**config.mk**
```make
export PLATFORM = sky130hd
export DESIGN_NAME = wb_arbiter
export DESIGN_NICKNAME = d
export VERILOG_FILES = /design/src/rtl/wb_pkg.sv /design/src/rtl/wb_fifo.sv /design/src/rtl/wb_arbiter.sv
export SDC_FILE = /design/constraint.sdc
export NUM_CORES = 1
export LEC_CHECK = 0
export ABC_CLOCK_PERIOD_IN_PS = 2600
export BUFFER_PORTS_ARGS = -buffer_cell sky130_fd_sc_hd__buf_2
export CAP_MARGIN = 20
export CORE_MARGIN = 3
export CORE_UTILIZATION = 37
export CTS_BUF_LIST = sky130_fd_sc_hd__clkbuf_4
export DETAILED_ROUTE_END_ITERATION = 6
export PLACE_DENSITY = 0.68
export SETUP_SLACK_MARGIN = 0.4
export SYNTH_ARGS = -nofsm -noshare
export SYNTH_HDL_FRONTEND = slang
export SYNTH_SLANG_ARGS = --single-unit
```
**constraint.sdc**
```tcl
create_clock -name clk -period 2.6 [get_ports clk]
set_input_delay 0.52 -clock clk [delete_from_list [all_inputs] [get_ports clk]]
set_output_delay 0.52 -clock clk [all_outputs]
set_load 0.02 [all_outputs]
```
**src/rtl/wb_pkg.sv**
```systemverilog
// Shared writeback types: default widths, the FIFO entry layout and the grant-source select.
package wb_pkg;
   localparam int DATA_W = 16;
   localparam int ADDR_W = 3;

   typedef struct packed {
      logic [ADDR_W-1:0] addr;
      logic [DATA_W-1:0] data;
   } wb_entry_t;

   typedef enum logic [1:0] {
      SRC_NONE = 2'd0,
      SRC_ALU  = 2'd1,
      SRC_MEM  = 2'd2
   } wb_src_t;
endpackage

```
**src/rtl/wb_fifo.sv**
```systemverilog
// Load-return buffer: head is visible combinationally, pushes/pops take effect at the clock edge.
// Push is refused when full even if a pop happens in the same cycle; pop on empty is ignored.
module wb_fifo import wb_pkg::*; #(
   parameter int  DEPTH = 2,
   parameter type T     = wb_entry_t,
   localparam int PTR_W = (DEPTH > 1) ? $clog2(DEPTH) : 1,
   localparam int CNT_W = $clog2(DEPTH + 1)
) (
   input  logic             clk,
   input  logic             reset,
   input  logic             push_i,
   input  T                 push_dat_i,
   input  logic             pop_i,
   output T                 pop_dat_o,
   output logic             full_o,
   output logic             empty_o,
   output logic [CNT_W-1:0] count_o
);
   T                 mem_q [DEPTH];
   logic [PTR_W-1:0] wr_q, wr_d, rd_q, rd_d;
   logic [CNT_W-1:0] count_q, count_d;
   logic             do_push, do_pop;

   assign full_o    = (count_q == CNT_W'(DEPTH));
   assign empty_o   = (count_q == '0);
   assign count_o   = count_q;
   assign do_push   = push_i & ~full_o;
   assign do_pop    = pop_i & ~empty_o;
   assign pop_dat_o = mem_q[rd_q];

   // DEPTH is a power of two, so pointer overflow is the modulo wrap.
   always_comb begin
      wr_d    = do_push ? wr_q + 1'b1 : wr_q;
      rd_d    = do_pop  ? rd_q + 1'b1 : rd_q;
      count_d = count_q;
      case ({do_push, do_pop})
         2'b10:   count_d = count_q + 1'b1;
         2'b01:   count_d = count_q - 1'b1;
         default: count_d = count_q;
      endcase
   end

   always_ff @(posedge clk or negedge reset) begin
      if (!reset) begin
         wr_q    <= '0;
         rd_q    <= '0;
         count_q <= '0;
      end else begin
         wr_q    <= wr_d;
         rd_q    <= rd_d;
         count_q <= count_d;
      end
   end

   always_ff @(posedge clk) begin
      if (do_push) mem_q[wr_q] <= push_dat_i;
   end
endmodule

```
**src/rtl/wb_arbiter.sv**
```systemverilog
// Writeback merge of ALU and load results onto the register-file port; ALU 1 cycle, loads >=2 cycles.
// Loads win unless the ALU has stalled STARVE_LIMIT cycles; WB_STALL_CNT_EN adds a stall_count output.
module wb_arbiter import wb_pkg::*; #(
   parameter int DATA_W       = wb_pkg::DATA_W,
   parameter int ADDR_W       = wb_pkg::ADDR_W,
   parameter int FIFO_DEPTH   = 2,
   parameter int STARVE_LIMIT = 4
) (
   input  logic              clk,
   input  logic              reset,
   input  logic              alu_valid,
   output logic              alu_ready,
   input  logic [ADDR_W-1:0] alu_addr,
   input  logic [DATA_W-1:0] alu_data,
   input  logic              mem_valid,
   output logic              mem_ready,
   input  logic [ADDR_W-1:0] mem_addr,
   input  logic [DATA_W-1:0] mem_data,
   output logic              rf_we,
   output logic [ADDR_W-1:0] rf_addr,
   output logic [DATA_W-1:0] rf_data,
   output logic              busy
`ifdef WB_STALL_CNT_EN
   ,
   output logic [15:0]       stall_count
`endif
);
   typedef struct packed {
      logic [ADDR_W-1:0] addr;
      logic [DATA_W-1:0] data;
   } entry_t;

   localparam int SC_W  = $clog2(STARVE_LIMIT + 1);
   localparam int CNT_W = $clog2(FIFO_DEPTH + 1);

   entry_t            mem_in, mem_head;
   logic              fifo_full, fifo_empty;
   logic [CNT_W-1:0]  fifo_count;
   wb_src_t           src;
   logic              starve_sat;
   logic [SC_W-1:0]   starve_q, starve_d;
   logic              rf_we_q, rf_we_d;
   logic [ADDR_W-1:0] rf_addr_q, rf_addr_d;
   logic [DATA_W-1:0] rf_data_q, rf_data_d;

   assign mem_in    = '{addr: mem_addr, data: mem_data};
   assign mem_ready = ~fifo_full;

   wb_fifo #(.DEPTH(FIFO_DEPTH), .T(entry_t)) u_fifo (
      .clk        (clk),
      .reset      (reset),
      .push_i     (mem_valid & mem_ready),
      .push_dat_i (mem_in),
      .pop_i      (src == SRC_MEM),
      .pop_dat_o  (mem_head),
      .full_o     (fifo_full),
      .empty_o    (fifo_empty),
      .count_o    (fifo_count)
   );

   assign starve_sat = (starve_q == SC_W'(STARVE_LIMIT));

   always_comb begin
      src = SRC_NONE;
      if (starve_sat && alu_valid) src = SRC_ALU;
      else if (!fifo_empty)        src = SRC_MEM;
      else if (alu_valid)          src = SRC_ALU;
   end

   // Gated by reset so a held reset never reports an accepted ALU result.
   assign alu_ready = reset & (src == SRC_ALU);

   always_comb begin
      starve_d = starve_q;
      if (!alu_valid || alu_ready) starve_d = '0;
      else if (!starve_sat)        starve_d = starve_q + 1'b1;

      rf_we_d   = (src != SRC_NONE);
      rf_addr_d = rf_addr_q;
      rf_data_d = rf_data_q;
      case (src)
         SRC_ALU: begin
            rf_addr_d = alu_addr;
            rf_data_d = alu_data;
         end
         SRC_MEM: begin
            rf_addr_d = mem_head.addr;
            rf_data_d = mem_head.data;
         end
         default: ;
      endcase
   end

   always_ff @(posedge clk or negedge reset) begin
      if (!reset) begin
         starve_q  <= '0;
         rf_we_q   <= 1'b0;
         rf_addr_q <= '0;
         rf_data_q <= '0;
      end else begin
         starve_q  <= starve_d;
         rf_we_q   <= rf_we_d;
         rf_addr_q <= rf_addr_d;
         rf_data_q <= rf_data_d;
      end
   end

   assign rf_we   = rf_we_q;
   assign rf_addr = rf_addr_q;
   assign rf_data = rf_data_q;
   assign busy    = (fifo_count != '0) | rf_we_q;

`ifdef WB_STALL_CNT_EN
   logic [15:0] stall_cnt_q, stall_cnt_d;
   logic [16:0] stall_sum;

   always_comb begin
      stall_sum   = {1'b0, stall_cnt_q} + 17'(alu_valid & ~alu_ready) + 17'(mem_valid & ~mem_ready);
      stall_cnt_d = stall_sum[16] ? 16'hFFFF : stall_sum[15:0];
   end

   always_ff @(posedge clk or negedge reset) begin
      if (!reset) stall_cnt_q <= '0;
      else        stall_cnt_q <= stall_cnt_d;
   end

   assign stall_count = stall_cnt_q;
`else
   // Stall statistics are compiled out in this build.
`endif
endmodule
```
### After elaboration in Yosys (flattened, before gate mapping)

Memories as Yosys holds them, arrays and structs flattened.
Index checks and enable logic that the tools add are counted.

* bitwise operators: 7
* reduce and logical (&&, ||, !) cells: 8
* equal/unequal tests: 7
* multiplexer cells: 10
* $add $sub $neg: 5

Operators by type and width (number)
* one-hot mux 16 bit (2 select lines): 1
* nonzero test 2 bit: 4
* == test 2 bit (second input constant): 3
* two-way mux 3 bit: 2
* one-hot mux 3 bit (2 select lines): 1
* AND 1 bit: 4
* == test 2 x 1 -> 1 bit (second input constant): 2
* two-way mux 2 bit: 2
* one-hot mux 2 bit (2 select lines): 1
* adder 3 x 1 -> 3 bit (second input constant): 1
* == test 3 bit (second input constant): 1
* two-way mux 1 bit: 3
* adder 1 bit (second input constant): 2
* adder 2 x 1 -> 2 bit (second input constant): 1
* logical NOT 2 bit: 1
* inequality test 2 x 1 -> 1 bit (second input constant): 1
* NOT 1 bit: 2
* subtractor 2 x 1 -> 2 bit (second input constant): 1
* logical AND 1 bit: 1
* logical NOT 1 bit: 1
* logical OR 1 bit: 1
* OR 1 bit: 1

* output and inout port bits: 23
* logic and storage cells: 45
* RAM bits: 38
* memories: 1
* bits of input ports: 42
* register bits after elaboration: 27

Memory list
* u_fifo.mem_q: words 2, width 19, rd ports 1, clocked after memory_dff 0, wr ports 1, RTL line wb_fifo.sv:19 `T mem_q [DEPTH];`

### Logic depth before layout (Yosys ltp)

* depth after elaboration: 7
* gate-level depth with buffers: 8
* mapped depth without buffers: 7

### Cells and area by module

A second synthesis with hierarchy kept.

* cell total of the unflattened synthesis: 192
* area, all modules: 2871.5 µm²

By module, submodules not included
* wb_fifo: sequential area each 1241.2 µm², area each 1561.5 µm², cells an instance 77, instances 1
* wb_arbiter: sequential area each 575.6 µm², area each 1310.0 µm², cells an instance 115, instances 1

### Worst setup path before layout

Ideal clock, no wire load.

* path kind: register to register
* from: register u_fifo.count_q[1], in the netlist u_fifo.count_o[1]
* to: memory u_fifo.mem_q[0][0] (netlist bit), enable pin
* data required time: 2.205 ns
* setup slack: 0.515 ns
* stages on the path, launching flop included: 4
* data arrival time: 1.690 ns
* setup time: 0.395 ns
* period minus slack after synthesis: 2.085 ns
* buffers on the path: 0
* path through: dfrtp_1 -> or2b_1 -> nand2_1 -> nor2_1

* longest elaborated chain between the ends: 6

Ends and longest elaborated chain
* from (decl): RTL line wb_fifo.sv:21 `logic [CNT_W-1:0] count_q, count_d;`
* from (signal assigned): RTL line wb_fifo.sv:51 `count_q <= count_d;`
* == test 2 bit (*): RTL line wb_fifo.sv:24 `assign full_o = (count_q == CNT_W'(DEPTH));`
* NOT 1 bit (*): RTL line wb_arbiter.sv:47 `assign mem_ready = ~fifo_full;`
* net mem_ready: RTL line wb_arbiter.sv:16 `output logic mem_ready,`
* AND 1 bit: RTL line wb_arbiter.sv:52 `.push_i (mem_valid & mem_ready),`
* AND 1 bit (*): RTL line wb_fifo.sv:27 `assign do_push = push_i & ~full_o;`
* two-way mux 1 bit (*): RTL line wb_fifo.sv:56 `if (do_push) mem_q[wr_q] <= push_dat_i;`
* two-way mux 1 bit (not written as such) (*): RTL line wb_fifo.sv:56
* to (decl): RTL line wb_fifo.sv:19

Mark *: on every way through the listed nets, which the timed path passes. The rest lies on a longest branch.

### Worst setup path after layout

* from: register starve_q[0]
* to: output port alu_ready

* longest elaborated chain between the ends: 5

Ends and longest elaborated chain
* from (decl): RTL line wb_arbiter.sv:41 `logic [SC_W-1:0] starve_q, starve_d;`
* from (signal assigned): RTL line wb_arbiter.sv:101 `starve_q <= starve_d;`
* == test 3 bit: RTL line wb_arbiter.sv:61 `assign starve_sat = (starve_q == SC_W'(STARVE_LIMIT));`
* logical AND 1 bit: RTL line wb_arbiter.sv:65 `if (starve_sat && alu_valid) src = SRC_ALU;`
* two-way mux 2 bit: RTL line wb_arbiter.sv:65
* == test 2 x 1 -> 1 bit: RTL line wb_arbiter.sv:71 `assign alu_ready = reset & (src == SRC_ALU);`
* AND 1 bit: RTL line wb_arbiter.sv:71
* to (decl): RTL line wb_arbiter.sv:12 `output logic alu_ready,`

No other way between the ends.

==> impl_metrics.py <==
metrics = {
    "run_status": {
        "status": "finished clean",
    },
    "sta": {
        "setup_viol": 0,
        "achievable-frequency_ghz": 0.4839,
        "fin_hold_viols": 0,
        "timing_max_transition_violations_final": 0,
        "tightestPinTransition_ps": 946.3,
        "fin_hold_ws_ps": 175.0,
        "post-route-period-util": 0.7949,
        "final.min_clock_period_ps": 2067,
        "relSlewSlack": 0.3691,
        "totalNegativeSetupSlack_ps": 0,
        "grt_setup_unrepaired": "false",
        "clock-skew-final_ps": 16.53,
        "final_critical_path_setup_slack_ps": 533.3,
    },
    "setup_path": {
        "worstSetupStartpointType": "register",
        "critical_path_required_ps": 2080,
        "cp.arrival_ps": 1550,
        "endpoint_kind": "output pin",
        "timing.critical_path.fanout_max": 5,
        "critical_path_class": "reg2out",
    },
    "logic_synthesis": {
        "synth_async_sr_flop_share": 0.4154,
        "synth.distinct_cells": 29,
        "synth_warnings": 0,
        "ys_seq_area_frac": 0.6776,
        "synth.cell_area_um2": 2681,
        "synthesis.instances": 183,
        "yosys_register_bits": 65,
        "synth_area_per_cell_um2": 14.65,
        "synth_enable_flop_cells": 38,
        "synthFlopType": "sky130_fd_sc_hd__edfxtp_1",
        "synthesis.nets": 228,
    },
    "detailed_routing": {
        "first_pass_iters": 4,
        "route.final.wire_length_mm": 5.266,
        "drt_iter0_drc": 74,
        "routed_wire_length_per_instance_um": 14.79,
        "routed-via-count": 1665,
        "route.antenna.remaining_nets": 0,
        "avgViaCountPerCell": 4.677,
        "post-route-drc-count": 0,
    },
    "cells_and_area": {
        "design_area_um2": 3294,
        "n_fill_cell": 653,
        "nNetsFinal": 300,
        "total_area_of_multi_input_combinational_cells_um2": 755.7,
        "drive_above_1_share": 0.3808,
        "num_antenna_cells": 0,
        "final-seq-area_um2": 1817,
        "area_growth_pct": 22.87,
    },
    "power": {
        "power_mw": 3.748,
        "irDropWorstVdd_uv": 627.6,
        "leakagePower_nw": 1.425,
        "power_density_of_the_placed_cells_nw_per_um2": 1138,
    },
    "floorplanning": {
        "rows": 30,
        "floorplan.die.width_um": 91.13,
        "floorplan.initialDensity": 0.3882,
        "chipHeight_um": 91.13,
        "placeableCoreArea_um2": 6907,
        "pin_count": 65,
        "die-area_um2": 8305,
    },
    "placed_design": {
        "placement.cell_area_um2": 3109,
        "post-dp-hpwl_mm": 3.574,
        "placement.setup.worst_slack_ps": 702.9,
        "globalplace.congestion": 0.7236,
        "buffer_ports.inserted": 64,
    },
    "global_route": {
        "first_global_vias": 1783,
        "grt.overflow.total": 0,
        "antenna_found_initial": 0,
        "largest_net_degree_at_the_start_of_global_routing": 21,
        "wire_length_of_the_first_global_routing_pass_mm": 8.694,
        "grtUsageTotal": 0.1377,
    },
    "clock_network": {
        "number_of_buffers_created_by_cts": 9,
        "clk_pin_slew_ps": 120,
        "clk_latency_ps": 390,
        "clock_sinks": 65,
        "cts_root_buffer": "sky130_fd_sc_hd__clkbuf_4",
        "clock_tree.buffer_depth": 2,
        "cts_tree": "yes",
        "htree_levels": 3,
    },
    "job": {
        "maxCapViolations": 0,
    },
    "hold_path": {
        "hp-class": "in2async",
    },
}
==> cells by family (layout without fill, tap and decap cells) <==
logic type	after synthesis	in the layout	share of synthesized area
flip-flops	65	65	0.6776
AND/OR/NAND/NOR	35	35	0.06113
buffers and inverters	30	107	0.05180
AO/OA/AOI/OAI	25	25	0.1041
multiplexers	20	20	0.07513
XOR/XNOR	5	5	0.01634
adder cells (fa/ha/maj)	3	3	0.01400
==> placed cells by master, fill, tap and decap left out, types with 3 or more instances in the layout <==
cell type,instances
sky130_fd_sc_hd__a221oi_1,9
sky130_fd_sc_hd__dfrtp_1,27
sky130_fd_sc_hd__buf_4,4
sky130_fd_sc_hd__a221oi_2,10
sky130_fd_sc_hd__buf_2,64
sky130_fd_sc_hd__mux2i_1,19
sky130_fd_sc_hd__edfxtp_1,38
sky130_fd_sc_hd__nor2_1,21
sky130_fd_sc_hd__nand2_1,3
sky130_fd_sc_hd__clkbuf_4,9
sky130_fd_sc_hd__inv_1,21
sky130_fd_sc_hd__xnor2_1,3
==> power by group <==
part,leakage (nW),internal (mW),switching (mW)
logic,0.680,0.559,0.807
clock network,0.0808,0.381,0.343
registers,0.664,1.46,0.199
total,1.43,2.40,1.35
==> cell usage after synthesis, types with 2 or more instances <==
master                      n  area [um^2]
sky130_fd_sc_hd__edfxtp_1  38         1141
sky130_fd_sc_hd__dfrtp_1   27        675.7
sky130_fd_sc_hd__nor2_1    22        82.58
sky130_fd_sc_hd__inv_1     21        78.83
sky130_fd_sc_hd__mux2i_1   19        190.2
sky130_fd_sc_hd__a221oi_2  10        150.1
sky130_fd_sc_hd__a221oi_1   9        78.83
sky130_fd_sc_hd__buf_2      6        30.03
sky130_fd_sc_hd__ha_1       3        37.54
sky130_fd_sc_hd__nand2_1    3        11.26
sky130_fd_sc_hd__xnor2_1    3        26.28
sky130_fd_sc_hd__and3_1     2        12.51
sky130_fd_sc_hd__buf_6      2        22.52
sky130_fd_sc_hd__or3_1      2        12.51
sky130_fd_sc_hd__xor2_1     2        17.52
==> what timing repair did <==
action / in CTS / in global routing
endpoints found under the hold margin: 0 / 3
hold buffers: 0 / 2
endpoints found under the setup margin: 0 / 1
gates resized for setup: 0 / 2
buffers inserted: 0 / 0
==> area by class of cell <==
class,count,share of cell area
clock inverters,7,0.02583
well taps,96,0.03646
inverters,21,0.02393
multi-input cells,88,0.2294
flip-flops and latches,65,0.5515
repair buffers,70,0.1124
clock buffers,9,0.02051
==> worst paths after layout <==
| check | start | end | slack (ps) | depth (start not counted) |
|---|---|---|---|---|
| hold reg to reg | u_fifo.wr_q | u_fifo.wr_q | 520 | 1 |
| setup reg to reg | u_fifo.count_o[0] | u_fifo.mem_q[1][4] | 750 | 2 |
| max in group asynchronous | reset | rf_data[4] | 1600 | 2 |
| setup / recovery | starve_q[0] | alu_ready | 530 | 5 |
| min in group clk | mem_data[12] | u_fifo.mem_q[1][12] | 310 | 1 |
| hold / removal | reset | rf_data[10] | 180 | 2 |
==> worst max-delay path, stage by stage, from the launching register on <==
cell	delay [ps]
sky130_fd_sc_hd__dfrtp_1	410
sky130_fd_sc_hd__inv_1	120
sky130_fd_sc_hd__ha_4	190
sky130_fd_sc_hd__o2bb2ai_2	120
sky130_fd_sc_hd__and3_1	160
sky130_fd_sc_hd__buf_2	150
==> sequential cells by signal, indices dropped and copies added (netlist names) <==
signal,cells
rf_data,16
u_fifo.rd_q,1
rf_addr,3
rf_we,1
u_fifo.wr_q,1
u_fifo.mem_q,38
u_fifo.count_o,2
starve_q,3
==> metal layers <==
metal | wire [um] | GRT usage
met5 | 0 | 0
met4 | 65 | 0.06030
met1 | 2413 | 0.1738
met3 | 218 | 0.03977
met2 | 2568 | 0.2201
==> per-stage QoR <==
stage / cells / utilization
CTS: 354 / 0.4723
finish: 356 / 0.4770
global route: 356 / 0.4770
floorplan: 183 / -
global placement: 338 / 0.4502
detailed placement: 338 / 0.4502
(Power assumes the default switching activity.)
